[src/rtl/sram_responder.sv]
// sram_responder: memory-side responder that turns a level-held read/write
// request into one access cycle on an asynchronous SRAM (setup, WAIT strobe
// cycles, hold), then returns a single-cycle mem_ack.
// Strobes, bus enable and ack are registered from the next-state decode, so
// every pin comes straight from a flop and cannot glitch.

module sram_responder #(
    parameter int AW   = 16,
    parameter int DW   = 16,
    parameter int WAIT = 2
) (
    input  logic          clock,
    input  logic          reset,
    input  logic          mem_read,
    input  logic          mem_write,
    input  logic [AW-1:0] mem_addr,
    input  logic [DW-1:0] mem_wdata,
    output logic          mem_ack,
    output logic [DW-1:0] mem_rdata,
    output logic [AW-1:0] sram_addr,
    input  logic [DW-1:0] sram_din,
    output logic [DW-1:0] sram_dout,
    output logic          sram_doe,
    output logic          sram_ce_n,
    output logic          sram_oe_n,
    output logic          sram_we_n,
    output logic [2:0]    stateout
);

    typedef enum logic [2:0] {
        IDLE   = 3'd0,
        SETUP  = 3'd1,
        STROBE = 3'd2,
        HOLD   = 3'd3,
        ACK    = 3'd4
    } state_t;

    localparam logic [3:0] CNT_LOAD = 4'(WAIT - 1);

    state_t          state_q, state_d;
    logic [3:0]      cnt_q, cnt_d;
    logic            wr_q, wr_d;
    logic [AW-1:0]   addr_q, addr_d;
    logic [DW-1:0]   wdata_q, wdata_d;
    logic [DW-1:0]   rdata_q, rdata_d;
    logic            ce_n_q, ce_n_d;
    logic            oe_n_q, oe_n_d;
    logic            we_n_q, we_n_d;
    logic            doe_q, doe_d;
    logic            ack_q, ack_d;
    logic            access_d;

    // Sequencer: sample the request in IDLE, count strobe cycles, capture read data.
    always_comb begin
        state_d = state_q;
        cnt_d   = cnt_q;
        wr_d    = wr_q;
        addr_d  = addr_q;
        wdata_d = wdata_q;
        rdata_d = rdata_q;
        case (state_q)
            IDLE: begin
                if (mem_write || mem_read) begin
                    wr_d    = mem_write;
                    addr_d  = mem_addr;
                    wdata_d = mem_wdata;
                    state_d = SETUP;
                end
            end
            SETUP: begin
                cnt_d   = CNT_LOAD;
                state_d = STROBE;
            end
            STROBE: begin
                if (cnt_q != 4'd0) begin
                    cnt_d = cnt_q - 4'd1;
                end else begin
                    state_d = HOLD;
                    if (!wr_q) begin
                        rdata_d = sram_din;
                    end
                end
            end
            HOLD: begin
                state_d = ACK;
            end
            ACK: begin
                state_d = IDLE;
            end
            default: begin
                state_d = IDLE;
            end
        endcase
    end

    // Pin decode from the state being entered, so the pin flops line up with the state flops.
    always_comb begin
        access_d = (state_d == SETUP) || (state_d == STROBE) || (state_d == HOLD);
        ce_n_d   = !access_d;
        oe_n_d   = !(access_d && !wr_d);
        we_n_d   = !((state_d == STROBE) && wr_d);
        doe_d    = access_d && wr_d;
        ack_d    = (state_d == ACK);
    end

    // State, latched request and pin registers; reset drops every strobe immediately.
    always_ff @(posedge clock or negedge reset) begin
        if (!reset) begin
            state_q <= IDLE;
            cnt_q   <= 4'd0;
            wr_q    <= 1'b0;
            addr_q  <= '0;
            wdata_q <= '0;
            rdata_q <= '0;
            ce_n_q  <= 1'b1;
            oe_n_q  <= 1'b1;
            we_n_q  <= 1'b1;
            doe_q   <= 1'b0;
            ack_q   <= 1'b0;
        end else begin
            state_q <= state_d;
            cnt_q   <= cnt_d;
            wr_q    <= wr_d;
            addr_q  <= addr_d;
            wdata_q <= wdata_d;
            rdata_q <= rdata_d;
            ce_n_q  <= ce_n_d;
            oe_n_q  <= oe_n_d;
            we_n_q  <= we_n_d;
            doe_q   <= doe_d;
            ack_q   <= ack_d;
        end
    end

    assign mem_ack   = ack_q;
    assign mem_rdata = rdata_q;
    assign sram_addr = addr_q;
    assign sram_dout = wdata_q;
    assign sram_doe  = doe_q;
    assign sram_ce_n = ce_n_q;
    assign sram_oe_n = oe_n_q;
    assign sram_we_n = we_n_q;
    assign stateout  = state_q;

endmodule

[config.mk]
export PLATFORM = sky130hd
export DESIGN_NAME = sram_responder
export DESIGN_NICKNAME = d
export VERILOG_FILES = /design/src/rtl/sram_responder.sv
export SDC_FILE = /design/constraint.sdc
export NUM_CORES = 1
export LEC_CHECK = 0
export CORE_ASPECT_RATIO = 2
export CORE_MARGIN = 5
export CORE_UTILIZATION = 45
export DETAILED_ROUTE_END_ITERATION = 12
export HOLD_SLACK_MARGIN = 0.12
export PLACE_DENSITY = 0.93
export SLEW_MARGIN = 0
export SYNTH_ARGS = -nofsm -noshare
export SYNTH_HDL_FRONTEND = slang
export SYNTH_SLANG_ARGS = --single-unit
[constraint.sdc]
create_clock -name clock -period 4.74 [get_ports clock]
set_input_delay 0.948 -clock clock [delete_from_list [all_inputs] [get_ports clock]]
set_output_delay 0.948 -clock clock [all_outputs]
set_load 0.05 [all_outputs]
==> results.ini <==
[worst_setup_path]
cp_slowest_cell=clkdlybuf4s50_1
path_max_fanout=16
crit_type=reg -> out
critical-path-max-stage-delay_ns=0.90
end_kind=output port
path_cells=clkdlybuf4s50_1
startpoint_type=flop
rrSetupSlack_ns=2.32
crit_family=buffers and inverters
cp_data_arrival_time_ns=1.88
reg2reg_depth=3
crit_start=stateout[0]
r2r-end=mem_rdata[11]
required_ns=3.79
critical_path_buf_inv_count=1
r2r_start=stateout[0]

[clock_network]
cts.sink_count=61
cts_setup_buffers=0
postCtsResizedCells=0
cts_max_level=3
postCtsHoldBufs=0
ctsRootBufferMaster=clkbuf_8
clk_pin_slew_ns=0.07
numCtsBuffers=9
clockBufferDepth=2
clock_latency_ns=0.34
cts_tree=built

[synth]
yosys_warnings=0
synthTopCellsByCount=dfrtp_1, mux2_2, and2_1, inv_1
synth-seq-cells=61
syn-cell-area_sq_um=2420
yosysSeqAreaShare_pct=63.2
synth_area_leaders=dfrtp_1, mux2_2, dfstp_2
synth_cell_types=32
synth_ff_type=dfrtp_1
synth.top_cell.area_share_pct=60.0
yosysTopAreaCell=dfrtp_1
synthCells=162
synth_edf_count=0
yosys.cell_count.top_type=dfrtp_1
async_flop_share_pct=100
syn-num-nets=215
synth.avg_cell_area_sq_um=14.9

[worst_hold_path]
hold_path_class=reg -> reg
whs_endpoint=sram_dout[5]
whs_path_depth=1
hold_start=sram_dout[5]

[sta]
final_max_slew_viol_count=0
max_freq_ghz=0.353
fin_worst_skew_ns=0.00776
fin_setup_tns_ns=0
relSlewSlack_pct=46.9
tightest_slew_ns=0.795
period_share_pct=59.7
finalSetupViolations=0
whs_ns=0.491
min_period_ns=2.83
rsz0062_at_grt=no
hold_viol_final=0

[floorplanning]
start_util_pct=46.7
ios=108
fp.dieW_um=61.9
rows=37
die-height_um=114
core_sq_um=5180
die_area_sq_um=7030

[layout]
finish.utilization_pct=72.2
antenna_cells=0
fin_cells=337
finish.net_count=327
area_growth_pct=54.7
drive_gt1_share_pct=26.5
fill_cells=372

[job]
drv_cap=0

[placed_design]
globalplace.congestion=0.772
placed_cells=321
dp_hpwl_mm=4.61
portBuffers=107

[outcome]
status=finished clean

[global_route]
grt_max_degree=62
first_global_vias=1878
antenna_found_initial=0
grtUsageTotal_pct=18.9
grt_pass1_wl_mm=9.38
overflow=0

[drt]
post_drt_via_cell_ratio=5.22
postRouteAntennaNets=0
vias=1758
drt_iter0_drc=28
dr.pass1.iters=4
routed_wirelength_mm=6.07
routedWlPerCell_um=18.0
drc_errors=0

## final cells by class
class / count / area, sq um / share of cell area [%]
multi-input combinational: 88 / 830 / 22.2
sequential: 61 / 1530 / 40.9
clock inverter: 4 / 45.0 / 1.20
tap: 58 / 72.6 / 1.94
clock buffer: 12 / 165 / 4.41
inverter: 5 / 18.8 / 0.502
timing repair buffer: 109 / 1080 / 28.9
## layout by cell type (no fill, tap or decap), drive strengths merged, types with 2 or more instances in the layout
cell           count
a22o               4
a22oi              3
and2               5
buf                3
clkbuf            12
clkdlybuf4s50    106
clkinv             3
dfrtp             58
dfstp              3
inv                5
mux2              48
nand2              4
nor3               2
nor3b              2
nor4b              2
o21ai              3
## cell families (layout without fill, tap and decap cells)
logic type	Yosys count	after routing	share of synthesized area [%]
AO/OA/AOI/OAI	14	14	4.24
XOR/XNOR	1	1	0.362
adder cells (fa/ha/maj)	1	1	0.517
buffers and inverters	13	130	2.48
flip-flops	61	61	63.2
multiplexers	48	48	22.3
AND/OR/NAND/NOR	24	24	6.83
## state kept, by name, summed over array words and instances (netlist names), 3 cells and up
| signal | cells |
|---|---|
| sram_dout | 16 |
| sram_addr | 16 |
| mem_rdata | 16 |
| stateout | 3 |
| cnt_q | 4 |
## per-layer routing
metal / up-vias / share of wire [%] / wire length, um / track usage [%]
li1: 804 / - / - / -
met1: 876 / 31 / 1880 / 18.0
met2: 60 / 59 / 3560 / 33.3
met3: 18 / 5.9 / 359 / 4.64
met4: 0 / 4.5 / 273 / 12.6
met5: - / 0 / 0 / 0
## worst max-delay path by stage
stage / slack, ns / endpoint / depth (start not counted)
after floorplan: 2.52 / mem_rdata[0] / 5
after global placement: 2.18 / sram_dout[5] / 5
after detailed placement: 2.17 / sram_we_n / 5
after CTS: 1.89 / stateout[0] / 1
after global routing: 1.81 / stateout[0] / 1
final: 1.91 / stateout[0] / 1
## metrics by stage
| stage | setup slack (ns) | cell area, sq um |
|---|---|---|
| 2_1_floorplan | 2.52 | 2420 |
| 3_3_place_gp | 2.18 | 3530 |
| 3_5_place_dp | 2.17 | 3530 |
| 4_1_cts | 1.89 | 3740 |
| 5_1_grt | 1.81 | 3740 |
| 6_report | 1.91 | 3740 |
Power is left out: the tool's default activity adds up to more than one toggle a clock period on the data nets, which glitch-free logic cannot reach.
==> variant, RTL diff (same flow settings) <==
Set the parameter `DW` to 32 (it was 16).
--- a/src/rtl/sram_responder.sv
+++ b/src/rtl/sram_responder.sv
@@ -6,7 +6,7 @@
 
 module sram_responder #(
     parameter int AW   = 16,
-    parameter int DW   = 16,
+    parameter int DW   = 32,
     parameter int WAIT = 2
 ) (
     input  logic          clock,
Interface: changed (resized mem_rdata, mem_wdata, sram_din and sram_dout); port bits go from 108 to 172. No check against the original RTL was run, so the function may have changed too.
==> variant against the original RTL <==
- sequential cell count is 32 higher
- sequential share of layout area is 0.60 points lower
- clock skew is 1.4 ps lower
- final area is 55% higher
- routed wire length is 51% higher
- worst hold slack worse by 13 ps
- area after synthesis is 55% higher
- via count is 44% higher
- setup slack worse by 37 ps
- critical endpoint unchanged
Power is left out: the tool's default activity adds up to more than one toggle a clock period on the data nets, which glitch-free logic cannot reach.
==> variant: results (changes against the original RTL) <==
Run status
  – Outcome: finished clean (unchanged)

Synthesis
  – Synth Instances: 231 (was 162)
  – Mux cell area share after synthesis: 27.1% (was 22.3%)
  – Xor and xnor fraction of the mapped netlist area: 0.234% (was 0.362%)
  – Synth area leaders: dfrtp_1 60%, mux2_2 13%, mux2_4 12%, mux2_1 2.4%, dfstp_2 2.1% (was dfrtp_1 60%, mux2_2 22%, dfstp_2 3.3%, a22o_1 1.4%, and2_1 1.3%)
  – Post-synth top flop: dfrtp_1 (unchanged)
  – Synth top cells by count: 90 x dfrtp_1, 42 x mux2_2, 30 x mux2_4 (was 58 x dfrtp_1, 47 x mux2_2, 5 x and2_1, 5 x inv_1)
  – Post-Synth Adder-Cell Area: 0.334% (was 0.517%)
  – Syn Nets: 316 (was 215)
  – Sequential share of the synthesized area: 62.2% (was 63.2%)
  – Yosys cell types: 35 (was 32)
  – Compound-Gate Fraction of Synth Area: 2.71% (was 4.24%)

CTS
  – Post-cts sizing count: 0 (unchanged)
  – CTS root buffer: clkbuf_16 (was clkbuf_8)
  – Setup Buffers After CTS: 0 (unchanged)

Finish
  – Bufs w/o clock: 172 (was 109)
  – Share of cells above drive strength 1: 23.4% (was 26.5%)
  – ClkCell Share: 5.13% (was 5.62%)
  – Filler cells: 554 (was 372)
  – Fin util: 70.3% (was 72.2%)
  – Area of the multi-input gates: 1310 µm² (was 830 µm²)
  – Register area: 2330 µm² (was 1530 µm²)
  – Non-clock buffer share: 29.7% (was 28.9%)
  – Inverters: 3 (was 5)
  – Number of sequential cells: 93 (was 61)
  – Final std cells w/o fill: 504 (was 337)
  – Multi-Input Combinational: 122 (was 88)
  – Clkbuf count: 13 (was 12)

Place
  – Setup WS pre-CTS: 1760 ps (was 2170 ps)
  – Placer Congestion: 0.747 (was 0.772)
  – Placed Cells: 488 (was 321)
  – PortBufs: 171 (was 107)
  – Post-DP HPWL: 6950 µm (was 4610 µm)
  – Cell area after placement: 5490 µm² (was 3530 µm²)

Timing
  – Worst rel slew slack: 21.4% (was 46.9%)
  – Skew final: 6.32 ps (was 7.76 ps)

Die
  – Core Box Area: 8230 µm² (was 5180 µm²)

GRT
  – GR Util met2: 32.0% (was 33.3%)
  – Gr usage total: 17.9% (was 18.9%)
  – First-pass GRT wire length: 14000 µm (was 9380 µm)
  – Number of global-route vias before repair: 2744 (was 1878)
  – Grt met3 use: 5.01% (was 4.64%)
  – Met1 usage: 18.5% (was 18.0%)
  – Largest net degree at the start of global routing: 55 (was 62)

Route
  – Via/cell ratio: 5.02 (was 5.22)
  – Routed WL: 9140 µm (was 6070 µm)
  – Initial DRC Count: 124 (was 28)

Setup path
  – CP Max Fanout: 15 (was 16)
## variant: metal layers
| metal | up-vias | part of all wire, % |
|---|---|---|
| met1 | 1239 | 34 |
| li1 | 1155 | - |
| met5 | - | 0 |
| met3 | 20 | 8.5 |
| met2 | 117 | 55 |
| met4 | 0 | 2.5 |
## variant: path summary, 6_finish.rpt
check | from | endpoint | slack [ps]
hold / removal | wr_q | sram_we_n | 480
min in group asynchronous | reset | sram_dout[15] | 650
setup / recovery | stateout[0] | stateout[0] | 1870
hold reg to reg | wr_q | sram_we_n | 480
setup reg to reg | stateout[0] | sram_addr[6] | 2320
max in group asynchronous | reset | sram_addr[3] | 3150
## variant: cell families (layout without fill, tap and decap cells)
| group | after synthesis | in the layout |
|---|---|---|
| and+or+nand+nor | 26 | 26 |
| DFF | 93 | 93 |
| adders and majority gates | 1 | 1 |
| buffers and inverters | 16 | 191 |
| xor gates and xnor gates | 1 | 1 |
| muxes | 80 | 80 |
| AOI/OAI and AO/OA | 14 | 14 |
